==> src/rtl/fetch_unit_pkg.sv <==
// Shared definitions for the instruction fetch unit.
//   state_t          : fetch FSM encoding (FETCH waits on memory, HOLD presents instr)
//   RESET_PC_DEFAULT : default byte address of the first fetch after reset
package fetch_unit_pkg;

  typedef enum logic [0:0] {
    FETCH = 1'b0,
    HOLD  = 1'b1
  } state_t;

  localparam logic [31:0] RESET_PC_DEFAULT = 32'h0000_3000;

endpackage

==> src/rtl/fetch_unit_if.sv <==
// Instruction-memory read bus between the fetch unit and the memory.
//   imem_req   : read request (fetch unit -> memory)
//   imem_addr  : word address [31:2] (fetch unit -> memory)
//   imem_ack   : read data valid this cycle (memory -> fetch unit)
//   imem_rdata : instruction word (memory -> fetch unit)
// master = fetch unit side, slave = memory side.
interface fetch_unit_if;

  logic        imem_req;
  logic [31:2] imem_addr;
  logic        imem_ack;
  logic [31:0] imem_rdata;

  modport master (
    output imem_req,
    output imem_addr,
    input  imem_ack,
    input  imem_rdata
  );

  modport slave (
    input  imem_req,
    input  imem_addr,
    output imem_ack,
    output imem_rdata
  );

endinterface

==> src/rtl/fetch_unit_pc_reg.sv <==
// pc_reg: program-counter register with synchronous reset to a fixed value
// and a load enable.
//   clk    : clock
//   rst    : synchronous active-high reset, loads RESET_VAL
//   i_load : capture i_d on the next rising edge
//   i_d    : next value
//   o_q    : current value
module pc_reg #(
  parameter int                 WIDTH     = 30,
  parameter logic [WIDTH-1:0]   RESET_VAL = '0
) (
  input  logic             clk,
  input  logic             rst,
  input  logic             i_load,
  input  logic [WIDTH-1:0] i_d,
  output logic [WIDTH-1:0] o_q
);

  logic [WIDTH-1:0] r_q;

  always_ff @(posedge clk) begin
    if (rst) begin
      r_q <= RESET_VAL;
    end else if (i_load) begin
      r_q <= i_d;
    end
  end

  assign o_q = r_q;

endmodule

==> src/rtl/fetch_unit.sv <==
// fetch_unit: single-outstanding instruction fetch stage.
// Requests the word at pc, captures the returned instruction, and holds it
// for decode until downstream accepts it; acceptance loads pc from npc.
// A wait counter flags a sticky timeout if memory never answers.
//   clk         : clock
//   rst         : synchronous active-high reset
//   npc         : next word address, loaded only when an instruction is accepted
//   pc          : current word address
//   imem        : instruction-memory bus (master side)
//   instr       : held instruction for decode
//   instr_valid : instr/pc describe one fetched instruction
//   stall       : downstream not ready, keep holding
//   timeout     : sticky memory-timeout flag
module fetch_unit
  import fetch_unit_pkg::*;
#(
  parameter logic [31:0] RESET_PC = RESET_PC_DEFAULT,
  parameter logic [7:0]  TIMEOUT  = 8'd255
) (
  input  logic                clk,
  input  logic                rst,
  input  logic [31:2]         npc,
  output logic [31:2]         pc,
  fetch_unit_if.master        imem,
  output logic [31:0]         instr,
  output logic                instr_valid,
  input  logic                stall,
  output logic                timeout
);

  localparam logic [29:0] RESET_WORD = RESET_PC[31:2];

  state_t      r_state;
  state_t      w_state_next;
  logic [31:0] r_instr;
  logic [31:0] w_instr_next;
  logic [7:0]  r_cnt;
  logic [7:0]  w_cnt_next;
  logic        r_timeout;
  logic        w_timeout_next;
  logic        w_pc_load;
  logic        w_req;
  logic        w_valid;
  logic [29:0] w_pc;

  pc_reg #(
    .WIDTH     (30),
    .RESET_VAL (RESET_WORD)
  ) u_pc_reg (
    .clk    (clk),
    .rst    (rst),
    .i_load (w_pc_load),
    .i_d    (npc),
    .o_q    (w_pc)
  );

  always_ff @(posedge clk) begin
    if (rst) begin
      r_state   <= FETCH;
      r_instr   <= 32'h0000_0000;
      r_cnt     <= 8'd0;
      r_timeout <= 1'b0;
    end else begin
      r_state   <= w_state_next;
      r_instr   <= w_instr_next;
      r_cnt     <= w_cnt_next;
      r_timeout <= w_timeout_next;
    end
  end

  always_comb begin
    w_state_next   = r_state;
    w_instr_next   = r_instr;
    w_cnt_next     = r_cnt;
    w_timeout_next = r_timeout;
    w_pc_load      = 1'b0;
    // Gated by rst so the bus is quiet and no instruction is advertised
    // during the reset cycles themselves.
    w_req          = (r_state == FETCH) && !rst;
    w_valid        = (r_state == HOLD) && !rst;

    case (r_state)
      FETCH: begin
        // stall has no effect here: there is nothing to hold yet.
        if (imem.imem_ack) begin
          // An ack on the limit cycle still wins: fetch completes, no timeout.
          w_instr_next = imem.imem_rdata;
          w_state_next = HOLD;
          w_cnt_next   = 8'd0;
        end else begin
          // Saturate at the limit; keep waiting for memory indefinitely.
          if (r_cnt != TIMEOUT) begin
            w_cnt_next = r_cnt + 8'd1;
          end
          if (w_cnt_next == TIMEOUT) begin
            w_timeout_next = 1'b1;
          end
        end
      end
      HOLD: begin
        // Any imem_ack here is spurious and deliberately ignored.
        if (!stall) begin
          w_pc_load    = 1'b1;
          w_state_next = FETCH;
          w_cnt_next   = 8'd0;
        end
      end
      default: begin
        w_state_next = FETCH;
      end
    endcase
  end

  assign pc             = w_pc;
  assign imem.imem_req  = w_req;
  assign imem.imem_addr = w_pc;
  assign instr          = r_instr;
  assign instr_valid    = w_valid;
  assign timeout        = r_timeout;

endmodule

==> src/flat_wrapper.sv <==
// flat-port wrapper written by rule: the top's interface ports become plain ports
module fetch_unit_flat import fetch_unit_pkg::*;
#(
  parameter logic [31:0] RESET_PC = RESET_PC_DEFAULT,
  parameter logic [7:0]  TIMEOUT  = 8'd255
)
  (clk, rst, npc, pc, instr, instr_valid, stall, timeout, imem_imem_req, imem_imem_addr, imem_imem_ack, imem_imem_rdata);
  fetch_unit_if imem_i ();
  input  logic clk;
  input  logic rst;
  input  logic [31:2] npc;
  output logic [31:2] pc;
  output logic [31:0] instr;
  output logic instr_valid;
  input  logic stall;
  output logic timeout;
  output wire logic [$bits(imem_i.imem_req)-1:0] imem_imem_req;
  output wire logic [$bits(imem_i.imem_addr)-1:0] imem_imem_addr;
  input wire logic [$bits(imem_i.imem_ack)-1:0] imem_imem_ack;
  input wire logic [$bits(imem_i.imem_rdata)-1:0] imem_imem_rdata;
  assign imem_imem_req = imem_i.imem_req;
  assign imem_imem_addr = imem_i.imem_addr;
  assign imem_i.imem_ack = imem_imem_ack;
  assign imem_i.imem_rdata = imem_imem_rdata;
  fetch_unit #(.RESET_PC(RESET_PC), .TIMEOUT(TIMEOUT)) u_core (.clk(clk), .rst(rst), .npc(npc), .pc(pc), .imem(imem_i), .instr(instr), .instr_valid(instr_valid), .stall(stall), .timeout(timeout));
endmodule
==> config.mk <==
export PLATFORM = sky130hd
export DESIGN_NAME = fetch_unit_flat
export DESIGN_NICKNAME = d
export VERILOG_FILES = /design/src/rtl/fetch_unit_pkg.sv /design/src/rtl/fetch_unit_if.sv /design/src/rtl/fetch_unit_pc_reg.sv /design/src/rtl/fetch_unit.sv /design/src/flat_wrapper.sv
export SDC_FILE = /design/constraint.sdc
export NUM_CORES = 1
export LEC_CHECK = 0
export BUFFER_PORTS_ARGS = -buffer_cell sky130_fd_sc_hd__buf_2
export CAP_MARGIN = 40
export CORE_UTILIZATION = 34
export DETAILED_ROUTE_END_ITERATION = 6
export SLEW_MARGIN = 20
export SYNTH_ARGS = -nofsm -noshare
export SYNTH_HDL_FRONTEND = slang
export SYNTH_SLANG_ARGS = --single-unit
==> constraint.sdc <==
create_clock -name clk -period 1.69 [get_ports clk]
set_input_delay 0.0845 -clock clk [delete_from_list [all_inputs] [get_ports clk]]
set_output_delay 0.0845 -clock clk [all_outputs]
set_load 0.02 [all_outputs]
==> out/results.tsv <==
stage	metric	value	unit
cts	insertion_delay	0.34	ns
cts	clkTransAtPathRegs	0.08	ns
timing	worst_pin_slew	0.3660	ns
yosys	synth-seq-area-share	48.63	%
setup_path	critPathMaxFanout	5	
min_path	min_path_type	primary input to flop	
status	outcome	finished, final reports clean	
timing	skew	0.01035	ns
routing	vias_per_cell	4.688	
cts	post_cts_buffers	0	
setup_path	worstReg2RegStart	u_core.r_cnt[0]$_SDFFE_PP0P_	
timing	finalSetupViolations	0	
setup_path	critPathArrivalTime	1.85	ns
cts	clk_path_buf_depth	2	
yosys	synth_edf_count	0	
routing	num_vias	3197	
routing	drc	0	
grt	grt_pass1_wl	13.34	mm
power_and_ir_drop	p_comb_share	16.3	%
timing	rsz0062_at_grt	no	
finish	n_fill_cell	765	
floorplanning	die_h	95.37	um
power_and_ir_drop	p_sw	0.001106	W
yosys	synth_area_per_cell	7.800	sq um
yosys	synth_warnings	0	
timing	post-route-min-period	1.607	ns
floorplanning	core	8341	sq um
yosys	synth_top_area_share	48.63	%
routing	route.antenna.remaining_nets	0	
yosys	syn-num-nets	447	
finish	drive_gt1_share	33.97	%
power_and_ir_drop	cellPowerDensity	917.6	nW/um^2
routing	dr.pass1.iters	4	
floorplanning	start_util	35.54	%
yosys	synth_top_area_cell	dfxtp_1	
cts	cts_tree	yes	
grt	grt_max_degree	33	
power_and_ir_drop	switching_share	26.50	%
cts	htree_levels	3	
cts	clk_root_buffer_cell	clkbuf_8	
power_and_ir_drop	p_leak	2.128	nW
setup_path	critPathKind	flop to flop	
power_and_ir_drop	p_seq_share	43.7	%
floorplanning	io_pins	161	
power_and_ir_drop	power	0.004175	W
place	place_congestion	0.9189	
routing	wl_per_cell	12.84	um
setup_path	start_kind	flop	
grt	antenna_found_initial	0	
floorplanning	rows	33	
place	port-buffer-count	160	
setup_path	ff2ff_path_depth	5	
power_and_ir_drop	clockPowerShare	39.9	%
yosys	synth_ff_type	dfxtp_1	
finish	n_antenna_cell	0	
yosys	synth.distinct_cells	36	
job	cap_violations	0	
timing	min_period_over_period	95.11	%
floorplanning	dieArea	9095	sq um
min_path	min-delay-start	rst	
yosys	synth_async_sr_flop_share	0	%
grt	grt_remaining_overflow	0	
timing	whs	0.06996	ns
timing	finalHoldViolCount	0	
power_and_ir_drop	ir_worst_vdd	437.3	uV
min_path	min_to	u_core.r_cnt[1]$_SDFFE_PP0P_	
power_and_ir_drop	internal_power	0.003069	W
setup_path	worstSetupEndpointType	flop	
timing	slew_headroom	75.58	%
yosys	synthCells	380	
setup_path	r2r_end	u_core.timeout$_SDFFE_PP0P_	
timing	final_max_slew_viol_count	0	
timing	fin_setup_tns	0	ns
finish	layout.cells.most_common_list	buf_2 (160), nand2_1 (132), dfxtp_1 (72), a21oi_1 (69), dlygate4sd3_1 (62)	
yosys	synth.area.top_cells	dfxtp_1 (49%), nand2_1 (17%), a21oi_1 (12%)	
finish	post-route-util	54.55	%
routing	first_iter_violations	96	
timing	fmax	0.6221	GHz
yosys	syn_area	2964	sq um
floorplanning	die_width	95.37	um
grt	track_usage	18.86	%
grt	grt_pass1_vias	2974	
place	hpwl	5.358	mm
cts	cts_made_buffers	9	
routing	routed_wl	8.755	mm
setup_path	crit_required	1.93	ns
yosys	ys_ff_latch	72	
finish	layout_commonest_cell	buf_2	
cts	clock-sinks	72	
finish	area_delta_synth_final	53.48	%
min_path	min_path_cells	2	
finish	nNetsFinal	639	
setup_path	rrSetupSlack	0.08	ns
[synthesized netlist by cell type, types with 3 or more instances]
cell,number
clkbuf_1,14
nand4_1,3
nor2b_1,4
nand2_1,132
nand3_1,5
dfxtp_1,72
o21ai_1,3
buf_2,9
a21oi_1,69
buf_4,31
nor3_1,4
nor2_1,5
[power by group through the flow]
stage          registers (W)  clock network [W]  logic, W
4_1_cts              0.00182            0.00171  0.000675
5_1_grt              0.00184            0.00179  0.000740
2_1_floorplan        0.00195                  0  0.000269
3_5_place_dp         0.00186                  0  0.000563
6_report             0.00183            0.00167  0.000682
3_3_place_gp         0.00186                  0  0.000561
[layout make-up]
cell class	instances	area, sq um	share of cell area [%]
clock inverters	6	115.1	2.530
clock buffers	10	127.6	2.805
inverters	2	7.507	0.1650
flip-flops and latches	72	1441	31.68
well taps	105	131.4	2.888
multi-input cells	252	1195	26.27
repair buffers	235	1531	33.66
[per-stage QoR]
stage / instance area (sq um) / instances / setup slack (ns)
finish: 4549 / 682 / 0.08257
global route: 4549 / 682 / 0.006006
CTS: 4544 / 682 / 0.09744
detailed placement: 3681 / 604 / 0.1229
global placement: 3681 / 604 / 0.1736
floorplan: 2964 / 380 / 0.1507
[worst max-delay path by stage]
stage                                      start                      endpoint  slack (ns)  depth (start not counted)
floorplan           u_core.r_cnt[0]$_SDFFE_PP0P_   u_core.timeout$_SDFFE_PP0P_        0.15                          5
global placement    u_core.r_cnt[0]$_SDFFE_PP0P_  u_core.r_cnt[0]$_SDFFE_PP0P_        0.17                          6
detailed placement  u_core.r_cnt[0]$_SDFFE_PP0P_  u_core.r_cnt[0]$_SDFFE_PP0P_        0.12                          6
CTS                 u_core.r_cnt[0]$_SDFFE_PP0P_  u_core.r_cnt[0]$_SDFFE_PP0P_         0.1                          6
global route        u_core.r_cnt[1]$_SDFFE_PP0P_   u_core.timeout$_SDFFE_PP0P_       0.006                          5
finish              u_core.r_cnt[0]$_SDFFE_PP0P_   u_core.timeout$_SDFFE_PP0P_        0.08                          5
[kinds of logic after synthesis]
group / synth area share (%)
buffers and inverters: 11.40
DFF: 48.63
AOI/OAI and AO/OA: 15.96
and+or+nand+nor: 23.30
xor gates and xnor gates: 0.2955
adders and majority gates: 0.4221
[critical path, stage by stage, from the launching register on]
cell      delay (ns)
dfxtp_1         0.34
ha_1            0.27
and3_4          0.25
and3_1          0.18
o221ai_2        0.12
o41ai_2         0.35
[routing by layer]
| layer | GRT usage (%) | share of wire (%) |
|---|---|---|
| met1 | 21.34 | 44 |
| met3 | 5.662 | 7.9 |
| met4 | 7.836 | 1.3 |
| met2 | 32.86 | 47 |
| met5 | 0 | 0 |
[state kept, by name, indices dropped and copies added, names as in the netlist]
signal / count
u_core.r_cnt: 8
u_core.instr: 32
u_core.timeout: 1
u_core.r_state: 1
u_core.u_pc_reg.o_q: 30
[what timing repair did]
item	in CTS	in global routing
hold buffers	62	0
hold endpoints to repair	62	0
gates resized for setup	0	1
endpoints found under the setup margin	0	1
Power figures use the tool's default switching activity.
